File: src/rtl/avst_pt_monitor.sv
// N-channel Avalon-ST passthrough: 2-entry skid buffer plus frame-protocol checker and statistics per channel.
// Optional runt/giant length checking is compiled in when PTMON_LEN_CHECK_EN is defined.
module avst_pt_monitor #(
  parameter int NCH     = 2,
  parameter int DATA_W  = 32,
  parameter int EMPTY_W = 2,
  parameter int ERR_W   = 6,
  parameter int CNT_W   = 32,
  parameter int MAX_LEN = 1518
) (
  input  logic                 sys_clk,
  input  logic                 core_reset_n,
  input  logic [NCH*DATA_W-1:0]  in_data,
  input  logic [NCH-1:0]         in_sop,
  input  logic [NCH-1:0]         in_eop,
  input  logic [NCH-1:0]         in_valid,
  input  logic [NCH*EMPTY_W-1:0] in_empty,
  input  logic [NCH*ERR_W-1:0]   in_error,
  output logic [NCH-1:0]         in_ready,
  output logic [NCH*DATA_W-1:0]  out_data,
  output logic [NCH-1:0]         out_sop,
  output logic [NCH-1:0]         out_eop,
  output logic [NCH*EMPTY_W-1:0] out_empty,
  output logic [NCH*ERR_W-1:0]   out_error,
  output logic [NCH-1:0]         out_valid,
  input  logic [NCH-1:0]         out_ready,
  input  logic                   clr,
  output logic [NCH*8-1:0]       err_sticky,
  output logic [NCH*CNT_W-1:0]   frame_cnt,
  output logic [NCH*CNT_W-1:0]   err_frame_cnt
);

  localparam int BEAT_BYTES = DATA_W / 8;
  localparam int BW         = DATA_W + 2 + EMPTY_W + ERR_W;

  typedef enum logic {IDLE, FRAME} state_t;

`ifndef PTMON_LEN_CHECK_EN
  // MAX_LEN only has an effect when the length check is compiled in.
  if (MAX_LEN < 0) begin : g_max_len_unused
  end
`endif

  for (genvar c = 0; c < NCH; c++) begin : g_ch
    logic [BW-1:0]      mem [2];
    logic [BW-1:0]      in_beat;
    logic [BW-1:0]      head;
    logic               rd_ptr, wr_ptr, ready_q, push, pop;
    logic [1:0]         count, count_nxt;
    logic               sop, eop, err0;
    logic [EMPTY_W-1:0] empty;

    state_t             state, state_nxt;
    logic               frame_err, frame_err_nxt, beat_err;
    logic               done, done_err;
    logic [3:0]         set_bits;
    logic               len_runt, len_giant;
    logic [5:0]         sticky_q;
    logic [CNT_W-1:0]   fcnt_q, ecnt_q;

    assign sop     = in_sop[c];
    assign eop     = in_eop[c];
    assign empty   = in_empty[c*EMPTY_W +: EMPTY_W];
    assign err0    = in_error[c*ERR_W];
    assign in_beat = {in_data[c*DATA_W +: DATA_W], sop, eop, empty, in_error[c*ERR_W +: ERR_W]};

    assign push      = in_valid[c] & ready_q;
    assign pop       = (count != 2'd0) & out_ready[c];
    assign count_nxt = count + {1'b0, push} - {1'b0, pop};

    // Skid buffer: ready is registered from the next occupancy so it drops only when both entries fill.
    always_ff @(posedge sys_clk or negedge core_reset_n) begin
      if (!core_reset_n) begin
        mem[0]  <= '0;
        mem[1]  <= '0;
        rd_ptr  <= 1'b0;
        wr_ptr  <= 1'b0;
        count   <= 2'd0;
        ready_q <= 1'b0;
      end else begin
        if (push) begin
          mem[wr_ptr] <= in_beat;
          wr_ptr      <= ~wr_ptr;
        end
        if (pop) rd_ptr <= ~rd_ptr;
        count   <= count_nxt;
        ready_q <= (count_nxt != 2'd2);
      end
    end

    assign head                           = mem[rd_ptr];
    assign in_ready[c]                    = ready_q;
    assign out_valid[c]                   = (count != 2'd0);
    assign out_data[c*DATA_W +: DATA_W]   = head[BW-1 -: DATA_W];
    assign out_sop[c]                     = head[ERR_W+EMPTY_W+1];
    assign out_eop[c]                     = head[ERR_W+EMPTY_W];
    assign out_empty[c*EMPTY_W +: EMPTY_W] = head[ERR_W +: EMPTY_W];
    assign out_error[c*ERR_W +: ERR_W]    = head[ERR_W-1:0];

    always_ff @(posedge sys_clk or negedge core_reset_n) begin
      if (!core_reset_n) begin
        state     <= IDLE;
        frame_err <= 1'b0;
      end else begin
        state     <= state_nxt;
        frame_err <= frame_err_nxt;
      end
    end

    // A sop always restarts the frame, whether from IDLE or abandoning an open one.
    always_comb begin
      state_nxt     = state;
      frame_err_nxt = frame_err;
      done          = 1'b0;
      done_err      = 1'b0;
      set_bits      = 4'b0000;
      beat_err      = err0 | ((empty != '0) & ~eop);
      if (push) begin
        set_bits[0] = err0;
        set_bits[1] = (empty != '0) & ~eop;
        if (sop) begin
          set_bits[2] = (state == FRAME);
          if (eop) begin
            done      = 1'b1;
            done_err  = beat_err;
            state_nxt = IDLE;
          end else begin
            state_nxt     = FRAME;
            frame_err_nxt = beat_err;
          end
        end else if (state == IDLE) begin
          set_bits[3] = 1'b1;
        end else if (eop) begin
          done      = 1'b1;
          done_err  = frame_err | beat_err;
          state_nxt = IDLE;
        end else begin
          frame_err_nxt = frame_err | beat_err;
        end
      end
    end

`ifdef PTMON_LEN_CHECK_EN
    logic [15:0] len_q, len_nxt;
    logic [16:0] len_sum, beat_bytes;

    always_comb begin
      beat_bytes = eop ? (17'(BEAT_BYTES) - 17'(empty)) : 17'(BEAT_BYTES);
      len_sum    = (sop ? 17'd0 : {1'b0, len_q}) + beat_bytes;
      len_nxt    = len_sum[16] ? 16'hFFFF : len_sum[15:0];
    end

    always_ff @(posedge sys_clk or negedge core_reset_n) begin
      if (!core_reset_n) len_q <= 16'd0;
      else if (push)     len_q <= len_nxt;
    end

    assign len_runt  = (len_nxt < 16'd64);
    assign len_giant = ({16'd0, len_nxt} > 32'(MAX_LEN));
`else
    assign len_runt  = 1'b0;
    assign len_giant = 1'b0;
`endif

    // Status: clear has priority over any set or increment landing on the same edge.
    always_ff @(posedge sys_clk or negedge core_reset_n) begin
      if (!core_reset_n) begin
        sticky_q <= '0;
        fcnt_q   <= '0;
        ecnt_q   <= '0;
      end else if (clr) begin
        sticky_q <= '0;
        fcnt_q   <= '0;
        ecnt_q   <= '0;
      end else begin
        sticky_q <= sticky_q | {done & len_giant, done & len_runt, set_bits};
        if (done) begin
          if (fcnt_q != {CNT_W{1'b1}}) fcnt_q <= fcnt_q + CNT_W'(1);
          if ((done_err | len_runt | len_giant) && (ecnt_q != {CNT_W{1'b1}}))
            ecnt_q <= ecnt_q + CNT_W'(1);
        end
      end
    end

    assign err_sticky[c*8 +: 8]          = {2'b00, sticky_q};
    assign frame_cnt[c*CNT_W +: CNT_W]     = fcnt_q;
    assign err_frame_cnt[c*CNT_W +: CNT_W] = ecnt_q;
  end

endmodule

File: config.mk
export PLATFORM = sky130hd
export DESIGN_NAME = avst_pt_monitor
export DESIGN_NICKNAME = d
export VERILOG_FILES = /design/src/rtl/avst_pt_monitor.sv
export SDC_FILE = /design/constraint.sdc
export NUM_CORES = 1
export LEC_CHECK = 0
export ABC_AREA = 1
export BUFFER_PORTS_ARGS = -buffer_cell sky130_fd_sc_hd__buf_2
export CORE_ASPECT_RATIO = 1.4
export CORE_MARGIN = 2
export CORE_UTILIZATION = 25
export CTS_CLUSTER_DIAMETER = 150
export DETAILED_ROUTE_END_ITERATION = 8
export GPL_ROUTABILITY_DRIVEN = 0
export PLACE_DENSITY = 0.48
export SETUP_SLACK_MARGIN = 0.4
export SYNTH_ARGS = -nofsm -noshare
export SYNTH_HDL_FRONTEND = slang
export SYNTH_SLANG_ARGS = --single-unit
File: constraint.sdc
create_clock -name sys_clk -period 3.7 [get_ports sys_clk]
set_input_delay 0.37 -clock sys_clk [delete_from_list [all_inputs] [get_ports sys_clk]]
set_output_delay 0.37 -clock sys_clk [all_outputs]
set_load 0.02 [all_outputs]
**After elaboration in Yosys (flattened, before gate mapping)**

Cells that the tools add are included.

- Magnitude comparators: 6
- Add/sub/neg operators: 8
- Equal/unequal tests: 6
- Bitwise gates (word level): 22
- Reduce and logical (&&, ||, !) cells: 22
- Multiplexer cells: 66

Operators by type and width:

| operator | count |
|---|---|
| two-way mux 32 bit | 12 |
| two-way mux 42 bit | 8 |
| bitwise mux 84 bit | 2 |
| adder 32 x 1 -> 32 bit (second input constant) | 4 |
| != test 32 bit (second input constant) | 4 |
| demux 42 bit (select 1 bit) | 2 |
| two-way mux 1 bit | 38 |
| nonzero test 2 bit | 12 |
| two-way mux 6 bit | 2 |
| bitwise OR 6 x 4 -> 6 bit | 2 |
| greater-or-equal comparator 2 bit (second input constant) | 4 |
| two-way mux 4 bit | 2 |
| inverter 1 -> 2 bit | 4 |
| AND reduction 2 bit | 4 |
| bitwise AND 1 bit | 6 |
| inverter 1 bit | 6 |
| AND reduction 3 bit | 2 |
| adder 2 x 1 -> 2 bit | 2 |
| logical AND 1 bit | 4 |
| less-than comparator 2 x 1 -> 1 bit (second input constant) | 2 |
| != test 2 bit (second input constant) | 2 |
| bitwise OR 1 bit | 4 |
| subtractor 2 x 1 -> 2 bit | 2 |

- Input port bits: 91
- Logic and storage cells: 152
- Output and inout port bits: 232
- Bits in registers: 322

**Logic depth before layout (Yosys ltp)**

Gate-level depths: netlist of run 1.

- Depth after elaboration: 12
- Gate-level depth with buffers: 13

**Least setup slack after synthesis of run 1**

Ideal clock, no wire load.

- Path type: reg-to-reg
- Start point: reg g_ch[1].fcnt_q[0]
- End point: reg g_ch[1].fcnt_q[18]
- Period minus slack after synthesis: 1.945 ns
- Cell stages (with the launch flop): 10
- Setup time: 0.123 ns
- Arrival: 1.821 ns
- Setup slack: 1.755 ns
- Cell sequence: dfrtp_1 -> ha_1 -> inv_2 -> nor2_4 -> nand2_1 -> nor2_1 -> nand2_1 -> nand2_2 -> buf_2 -> o21ai_1

- Word-level cells in the longest chain between the ends: 4

RTL lines:

| element | RTL line | source |
|---|---|---|
| start: declaration | 59 | `logic [CNT_W-1:0] fcnt_q, ecnt_q;` |
| start signal: assignment | 178 | `if (fcnt_q != {CNT_W{1'b1}}) fcnt_q <= fcnt_q + CNT_W'(1);` |
| adder 32 x 1 -> 32 bit | 178 |  |
| two-way mux 32 bit | 178 |  |
| two-way mux 32 bit | 177 | `if (done) begin` |
| two-way mux 32 bit | 171 | `end else if (clr) begin` |

Parallel ways exist; a longest one is shown, timed or not. The select of a mux whose other input is x is not followed.
A chain may end at the register's enable or synchronous reset.

**Worst setup path in the final report of run 1**

- Start point: reg g_ch[1].rd_ptr
- End point: out out_data[62]

- Word-level cells in the longest chain between the ends: 4

RTL lines:

| element | RTL line | source |
|---|---|---|
| start: declaration | 48 | `logic rd_ptr, wr_ptr, ready_q, push, pop;` |
| start signal: assignment | 85 | `if (pop) rd_ptr <= ~rd_ptr;` |
| inverter 1 -> 2 bit (implied by the code) | 91 | `assign head = mem[rd_ptr];` |
| two-way mux 42 bit (implied by the code) (3 in a row) | 91 |  |
| end: declaration | 20 | `output logic [NCH*DATA_W-1:0] out_data,` |

No other way between the ends. The select of a mux whose other input is x is not followed.

==> results.cfg, run 1 <==
[run_status]
status = finished clean

[placement]
hpwl_mm = 40.9
io_buffers = 314
placed_cell_area_mm2 = 0.0195
dp_cells = 3537

[timing]
finalCritPeriodShare_pct = 71.1
fmax_mhz = 380
final.setup.tns_ps = 0
worstMarginPinSlew_ps = 853
whs_ps = 72.4
period_needed_ps = 2630
grt_setup_unrepaired = no
final_hold_viol_count = 0
fin_worst_skew_ps = 13.1
setup_viol = 0
max-slew-margin-rel_pct = 43.1
drv_slew = 0

[global_routing]
gr-total-overflow = 0
grt_pass1_vias = 15600
antenna_found_initial = 4
grt_max_degree = 81
top_usage_layer = met2
grt_pass1_wl_mm = 88.8
grtUsageMet1_pct = 19.6
track_usage_pct = 15.9
gr-usage-met3_pct = 4.34
use_met2_pct = 27.0

[cells_and_area]
fillCellCount = 7572
area_delta_synth_final_pct = 21.9
fin_util_pct = 30.7
finalInstanceArea_mm2 = 0.0209
fin_cells = 3611
drive_above_1_share_pct = 17.0
nNetsFinal = 2817

[setup_path]
worst_path_most_repeated_cell = nand2_1
cp_num_buf_inv = 3
arrival_ps = 2260
slowest_delay_ps = 890
crit_family = flip-flops
cpMaxStageDelayCell = dfrtp_1
path_class = register to output port
cp-end-kind = output port
required_ps = 3330
cp-start-kind = register
crit_fanout = 23
cp_cell_sequence = clkinv_1 > buf_4 > nand2_1 > nand2_1 > buf_2

[cts]
cts_buffer_depth = 3
cts_sinks = 318
clock_latency_ps = 570
cts_setup_buffers = 0
cts_made_buffers = 40
cts_resized = 0
cts.clk_slew.worst_paths_ps = 60
cts_tree = yes
cts-htree-levels = 2
cts-root-buf = clkbuf_16

[floorplanning]
die_y_um = 314
fp.dieArea_mm2 = 0.0706
die_w_um = 225
pin_count = 323
placementRows = 113
start_util_pct = 25.2
core_mm2 = 0.0679

[synthesis]
synth_most_common_cell = nand2_1
synth_area_leaders = dfrtp_1, nand2_1, o21ai_0
synthCells = 2431
synth_seq_cells = 318
synthFlopType = dfrtp_1
synthDistinctLibCells = 33
yosys.area.top_type_share_pct = 46.5
async_reset_ff_share_pct = 100
syn-cell-area_mm2 = 0.0171
yosysTopAreaCell = dfrtp_1
syn-mean-instance-area_um2 = 7.04
synth_warnings = 0
ys_seq_area_share_pct = 46.5
synth_common_cells = nand2_1, dfrtp_1, nor2_1
synth-edff-count = 0

[hold_path]
hp-class = input port to register

[route]
vias = 15900
vias_per_cell = 4.40
drcViolationCount = 0
ant_nets = 0
wl_mm = 56.5
first_pass_iters = 5
drt_iter0_markers = 783
wl_per_cell_um = 15.7

[pwr]
powerDensity_mw_per_mm2 = 638
p_leak_nw = 10.6
peakVddDrop_mv = 0.268

[run]
maxCapViolCount = 0
[stage by stage]
step / setup slack [ps] / power (W)
after floorplan: 1760 / 0.00786
after global placement: 1210 / 0.00938
after detailed placement: 1160 / 0.00942
after CTS: 971 / 0.0136
after global routing: 791 / 0.0143
final: 1070 / 0.0133
[worst paths after layout]
kind                                        start                  to  slack [ps]  cells after the start
worst max-delay path               g_ch[1].rd_ptr        out_data[62]        1070                      5
worst min-delay path                  in_error[3]     g_ch[0].mem[45]          70                      3
worst max register to register  g_ch[1].fcnt_q[0]  g_ch[1].fcnt_q[15]        1160                      9
worst min register to register    g_ch[0].mem[48]     g_ch[0].mem[48]         480                      2
max in group asynchronous            core_reset_n     g_ch[0].mem[46]        2330                      4
min in group asynchronous            core_reset_n  g_ch[1].fcnt_q[22]         350                      2
[placed cells by master (no fill, tap or decap)]
cell	n
clkinv_2	8
nand2_2	15
nand2_4	6
nor2_4	4
ha_1	8
o21a_1	2
dlygate4sd3_1	1
a31oi_1	4
nand4_1	46
buf_2	313
a21oi_1	3
diode_2	1
o21bai_1	8
clkbuf_16	41
buf_8	1
o21ai_1	28
clkinv_4	1
clkbuf_1	7
inv_6	2
nand3_1	131
inv_4	1
clkinv_1	3
xnor2_1	6
inv_2	5
dfrtp_1	318
buf_4	20
bufinv_16	3
conb_1	8
or2_2	26
clkbuf_8	7
clkinvlp_4	4
nor2_2	5
buf_12	4
xor2_1	32
o21ai_0	200
nor2_1	249
nor2_8	1
inv_1	199
nand2_1	1028
[state kept, by name, summed over array words and instances, names as in the netlist]
register and cells:
g_ch.ecnt_q 64, g_ch.sticky_q 8, g_ch.wr_ptr 2, g_ch.fcnt_q 64, g_ch.frame_err 2, g_ch.count 4
g_ch.state 2, g_ch.mem 168, g_ch.rd_ptr 2, g_ch.ready_q 2
[power breakdown]
part	internal [W]	switching [W]	total, W
Combinational	0.00135	0.00295	0.00431
Clock	0.00239	0.00165	0.00403
Sequential	0.00445	0.000523	0.00497
[cell families after synthesis]
| logic type | count (synthesis) | synth area share [%] |
|---|---|---|
| buf+inv | 310 | 7.64 |
| compound gates | 245 | 7.34 |
| other cells | 1 | 0.0219 |
| simple gates | 1511 | 36.0 |
| flops | 318 | 46.5 |
| fa+ha+maj | 8 | 0.585 |
| xor+xnor | 38 | 1.95 |
[routing by layer]
| metal | routed length, µm | up-vias |
|---|---|---|
| met3 | 3480 | 92 |
| met2 | 27100 | 332 |
| met1 | 24300 | 7309 |
| met5 | 46 | - |
| met4 | 1500 | 6 |
| li1 | - | 8151 |
[worst register-to-register path, delay by kind of cell (launching register included)]
kind	cells	cell delay (ps)
DFF	1	480
buffers and inverters	2	440
adders and majority gates	1	340
AOI/OAI and AO/OA	1	120
and+or+nand+nor	5	1020
[repair_timing]
action	CTS	global route
hold buffers	1	0
endpoints found under the hold margin	59	0
setup endpoints to repair	0	0
[final cells by class]
type / count / area, µm² / area share [%]
sequential: 318 / 7960 / 38.2
multi-input combinational: 1810 / 7880 / 37.8
timing repair buffer: 339 / 1820 / 8.74
clock buffer: 55 / 1150 / 5.51
tap: 862 / 1080 / 5.17
inverter: 209 / 788 / 3.78
clock inverter: 17 / 181 / 0.870
antenna: 1 / 2.50 / 0.0120
No activity file was read; power rests on OpenSTA's default activity.
==> run 2: changes to the inputs <==
==> constraint.sdc (replaced) <==
create_clock -name sys_clk -period 2.7 [get_ports sys_clk]
set_input_delay 0.27 -clock sys_clk [delete_from_list [all_inputs] [get_ports sys_clk]]
set_output_delay 0.27 -clock sys_clk [all_outputs]
set_load 0.02 [all_outputs]
==> run 2 against run 1 <==
Net effect:
- sequential share of layout area fell by 1.8 points
- core utilization rose by 1.5 points
- non-clock buffer count rose by 96
- cell count rose by 2.6%
- design area rose by 5.0%
- worst hold slack got worse by 25 ps
- clock skew rose by 3.2 ps
- critical path depth did not move
- clock-buffer cell count rose by 6
- largest cell class unchanged
==> results.cfg, run 2 (synthesized netlist as in run 1, its figures left out) <==
[route]
wl_per_cell_um = 15.7
drt_iter0_markers = 925
vias = 16200
ant_nets = 0
first_pass_iters = 5
wl_mm = 58.0
drcViolationCount = 0
vias_per_cell = 4.38

[timing]
drv_slew = 0
grt_setup_unrepaired = yes
setup_viol = 0
fin_worst_skew_ps = 16.3
period_needed_ps = 2150
final.setup.tns_ps = 0
worstMarginPinSlew_ps = 623
final_hold_viol_count = 0
max-slew-margin-rel_pct = 58.4
fmax_mhz = 465
worst_slack_ps = 551
finalCritPeriodShare_pct = 79.6

[global_routing]
grt_pass1_vias = 16300
antenna_found_initial = 3
grt_max_degree = 101
gr-total-overflow = 0
grt_pass1_wl_mm = 91.5
track_usage_pct = 16.4

[setup_path]
cp_num_buf_inv = 3
crit_family = buffers and inverters
cp_cell_sequence = buf_4 > buf_4 > nand2_1 > nand2_1 > buf_2
required_ps = 2430
crit_fanout = 26
cp-end-kind = output port
arrival_ps = 1880
slowest_delay_ps = 370
path_class = register to output port
cpMaxStageDelayCell = buf_4
cp-start-kind = register

[cts]
clock_latency_ps = 570
cts-root-buf = clkbuf_16
cts.clk_slew.worst_paths_ps = 60
cts_setup_buffers = 0
cts_sinks = 318
cts_made_buffers = 40
cts_buffer_depth = 3
cts-htree-levels = 2
cts_tree = yes

[cells_and_area]
largest_reg_flops = 168
area_delta_synth_final_pct = 28.0
antennaDiodeCount = 0
largestRegisters = g_ch.mem (168), g_ch.ecnt_q (64), g_ch.fcnt_q (64)
drive_above_1_share_pct = 16.9
layout_commonest_cell = nand2_1
layout_common_cells = nand2_1, dfrtp_1, buf_2
nNetsFinal = 2913
regMostFlops = g_ch.mem
fin_util_pct = 32.3

[placement]
dp_slack_ps = 398
hpwl_mm = 41.5
io_buffers = 314

[pwr]
power.total_w = 0.0186
powerDensity_mw_per_mm2 = 849
peakVddDrop_mv = 0.412
p_leak_nw = 11.1

[floorplanning]
core_mm2 = 0.0679
die_y_um = 314
placementRows = 113
start_util_pct = 25.2
die_w_um = 225
fp.dieArea_mm2 = 0.0706
pin_count = 323

[hold_path]
hp-class = input port to register

[run]
maxCapViolCount = 0

[run_status]
status = finished clean
run 2: cell types whose count changed in the layout (fill, tap and decap cells not counted), sizes merged:
cell | before | now
buf | 338 | 351
bufinv | 3 | 4
clkbuf | 55 | 61
clkinv | 12 | 8
clkinvlp | 4 | 0
diode | 1 | 0
dlygate4sd3 | 1 | 84
inv | 207 | 206
run 2: final timing paths:
kind | startpoint | to | slack (ps) | cells after the start
max reg2reg | g_ch[1].ecnt_q[0] | g_ch[1].ecnt_q[22] | 590 | 11
min in group asynchronous | core_reset_n | g_ch[1].fcnt_q[23] | 200 | 2
max | g_ch[0].rd_ptr | out_data[26] | 550 | 5
max in group asynchronous | core_reset_n | g_ch[1].ecnt_q[29] | 1570 | 3
min | out_ready[0] | g_ch[0].rd_ptr | 50 | 3
min reg2reg | g_ch[1].mem[73] | g_ch[1].mem[73] | 480 | 2
run 2: final cells by class:
class | count | area, µm²
fillers | 7461 | 46000
flip-flops and latches | 318 | 7960
multi-input cells | 1810 | 7890
repair buffers | 435 | 2800
clock buffers | 61 | 1210
well taps | 862 | 1080
inverters | 209 | 791
clock inverters | 9 | 164
run 2: power breakdown:
group | internal [W] | switching [W]
Sequential | 0.00609 | 0.000654
Clock | 0.00346 | 0.00221
Combinational | 0.00199 | 0.00418
run 2: stage by stage:
stage / area (µm²) / hold WS [ps] / cells
after global placement: 19600 / 211 / 3550
after detailed placement: 19600 / 210 / 3550
after CTS: 21900 / 6.06 / 3704
after floorplan: 17100 / -25.6 / 2438
final: 21900 / 47.7 / 3704
after global routing: 21900 / 32.3 / 3704
run 2: per-layer routing:
metal | share of wire [%] | track usage [%]
met5 | 0.069 | 0
met4 | 2.9 | 5.54
met2 | 48 | 28.2
met1 | 43 | 20.0
met3 | 5.7 | 4.00
run 2: worst reg2reg max path: stages (launching register included):
cell and delay (ps):
dfrtp_1 420, ha_1 280, inv_1 130, nor2_4 70
nand2_4 110, nor2_8 60, nand2_4 90, nand2_4 60
nand2_4 100, clkinv_2 430, nand2_1 200, nand2_1 60
run 2: timing repair:
item / 4_1_cts / 5_1_grt
hold buffers: 84 / 0
gates resized for setup: 1 / 10
endpoints found under the setup margin: 5 / 82
hold endpoints to repair: 236 / 0
==> run 3: changes to the inputs <==
==> constraint.sdc (replaced) <==
create_clock -name sys_clk -period 2.17 [get_ports sys_clk]
set_input_delay 0.217 -clock sys_clk [delete_from_list [all_inputs] [get_ports sys_clk]]
set_output_delay 0.217 -clock sys_clk [all_outputs]
set_load 0.02 [all_outputs]
==> run 3 against run 2 <==
Net effect:
- combinational power rose by 67%
- sequential share of layout area shrank 3.2 points
- critical path type unchanged
- routed wire length is 3.6% higher
- clock skew grew 0.76 ps
- sequential power is 27% higher
- cell count up 3.6%
- clock-buffer cell count is 4 lower
- critical path depth increased by 1
- flip-flop and latch count did not move
==> results.cfg, run 3 (synthesized netlist as in run 1, its figures left out) <==
[run_status]
status = finished clean

[timing]
whs_ps = 93.4
final.setup.tns_ps = 0
drv_slew = 0
finalCritPeriodShare_pct = 83.3
worst_slack_ps = 362
grt_setup_unrepaired = yes
final_hold_viol_count = 0
worstMarginPinSlew_ps = 606
setup_viol = 0
fin_worst_skew_ps = 17.0
fmax_mhz = 553
max-slew-margin-rel_pct = 59.6
period_needed_ps = 1810

[cells_and_area]
drive_above_1_share_pct = 27.7
area_delta_synth_final_pct = 42.0
layout_common_cells = nand2_1, buf_2, dfrtp_1
largestRegisters = g_ch.mem (168), g_ch.ecnt_q (64), g_ch.fcnt_q (64)
nNetsFinal = 3047
layout_commonest_cell = nand2_1
regMostFlops = g_ch.mem
antennaDiodeCount = 0
finalInstanceArea_mm2 = 0.0243
largest_reg_flops = 168
fin_util_pct = 35.8

[placement]
placed_cell_area_mm2 = 0.0202
dp_slack_ps = 199
hpwl_mm = 41.9
io_buffers = 314

[pwr]
peakVddDrop_mv = 0.646
p_leak_nw = 12.1
powerDensity_mw_per_mm2 = 1060

[floorplanning]
fp.dieArea_mm2 = 0.0706
start_util_pct = 25.2
core_mm2 = 0.0679
die_y_um = 314
placementRows = 113
die_w_um = 225
pin_count = 323

[setup_path]
cp-start-kind = register
path_class = register to output port
arrival_ps = 1590
cp-end-kind = output port
crit_fanout = 5
required_ps = 1950

[cts]
cts-root-buf = clkbuf_16
cts_sinks = 318
cts.clk_slew.worst_paths_ps = 60
clock_latency_ps = 560
cts_made_buffers = 40
cts_tree = yes
cts-htree-levels = 2
cts_buffer_depth = 3

[route]
vias_per_cell = 4.38
drt_iter0_markers = 887
wl_per_cell_um = 15.7
ant_nets = 0
drcViolationCount = 0
vias = 16800
wl_mm = 60.1
first_pass_iters = 6

[hold_path]
hp-class = input port to register

[global_routing]
grt_pass1_vias = 16400
grt_pass1_wl_mm = 93.0
gr-usage-met3_pct = 3.17
track_usage_pct = 16.7
top_usage_layer = met2
grt_max_degree = 85
antenna_found_initial = 0
gr-total-overflow = 0
use_met2_pct = 29.0
grtUsageMet1_pct = 20.6

[run]
maxCapViolCount = 0
[run 3: changes by cell type in the layout (fill, tap and decap cells not counted), sizes merged]
cell,before,now
clkinvlp,0,5
bufinv,4,2
buf,351,479
clkinv,8,9
clkbuf,61,59
dlygate4sd3,84,88
[run 3: worst paths after layout]
kind                       cells after the start  slack, ps                  end        startpoint
max                                            6        360         out_data[23]    g_ch[0].rd_ptr
max in group asynchronous                      4       1130   g_ch[0].fcnt_q[28]      core_reset_n
max reg2reg                                    8        440      g_ch[0].ready_q  g_ch[0].count[1]
min in group asynchronous                      2        220      g_ch[1].mem[35]      core_reset_n
min                                            2         90  g_ch[1].sticky_q[3]               clr
min reg2reg                                    2        480      g_ch[0].mem[13]   g_ch[0].mem[13]
[run 3: through the flow]
stage / std cells / power, W
floorplan: 2438 / 0.0134
global placement: 3606 / 0.0162
detailed placement: 3606 / 0.0163
CTS: 3800 / 0.0254
global route: 3838 / 0.0274
finish: 3838 / 0.0256
[run 3: where the power goes]
group	switching [W]	internal, W
Clock	0.00272	0.00401
Sequential	0.000999	0.00759
Combinational	0.00600	0.00434
[run 3: layout make-up]
| type | instances | area, µm² |
|---|---|---|
| repair buffers | 569 | 4470 |
| multi-input cells | 1810 | 8580 |
| flip-flops and latches | 318 | 8050 |
| well taps | 862 | 1080 |
| clock buffers | 57 | 1180 |
| clock inverters | 13 | 136 |
| fillers | 7295 | 43600 |
| inverters | 209 | 815 |
[run 3: what timing repair did]
item                                    4_1_cts  5_1_grt
endpoints found under the setup margin      206      196
endpoints found under the hold margin       214        0
setup buffers                                27       36
gates cloned                                  9        2
hold buffers                                 88        0
gates resized for setup                     222      160
pin swaps                                    20       49
[run 3: worst max-delay path: stages (launching register included)]
cell and delay (ps):
dfrtp_2 430, clkinv_4 80, buf_12 140, buf_16 140, nand2_1 50, nand2_1 70
buf_6 120
[run 3: layer usage]
metal / routed length [µm] / vias to the layer above
li1: - / 8607
met1: 25700 / 7751
met2: 29800 / 376
met3: 2830 / 94
met4: 1850 / 0
met5: 0 / -
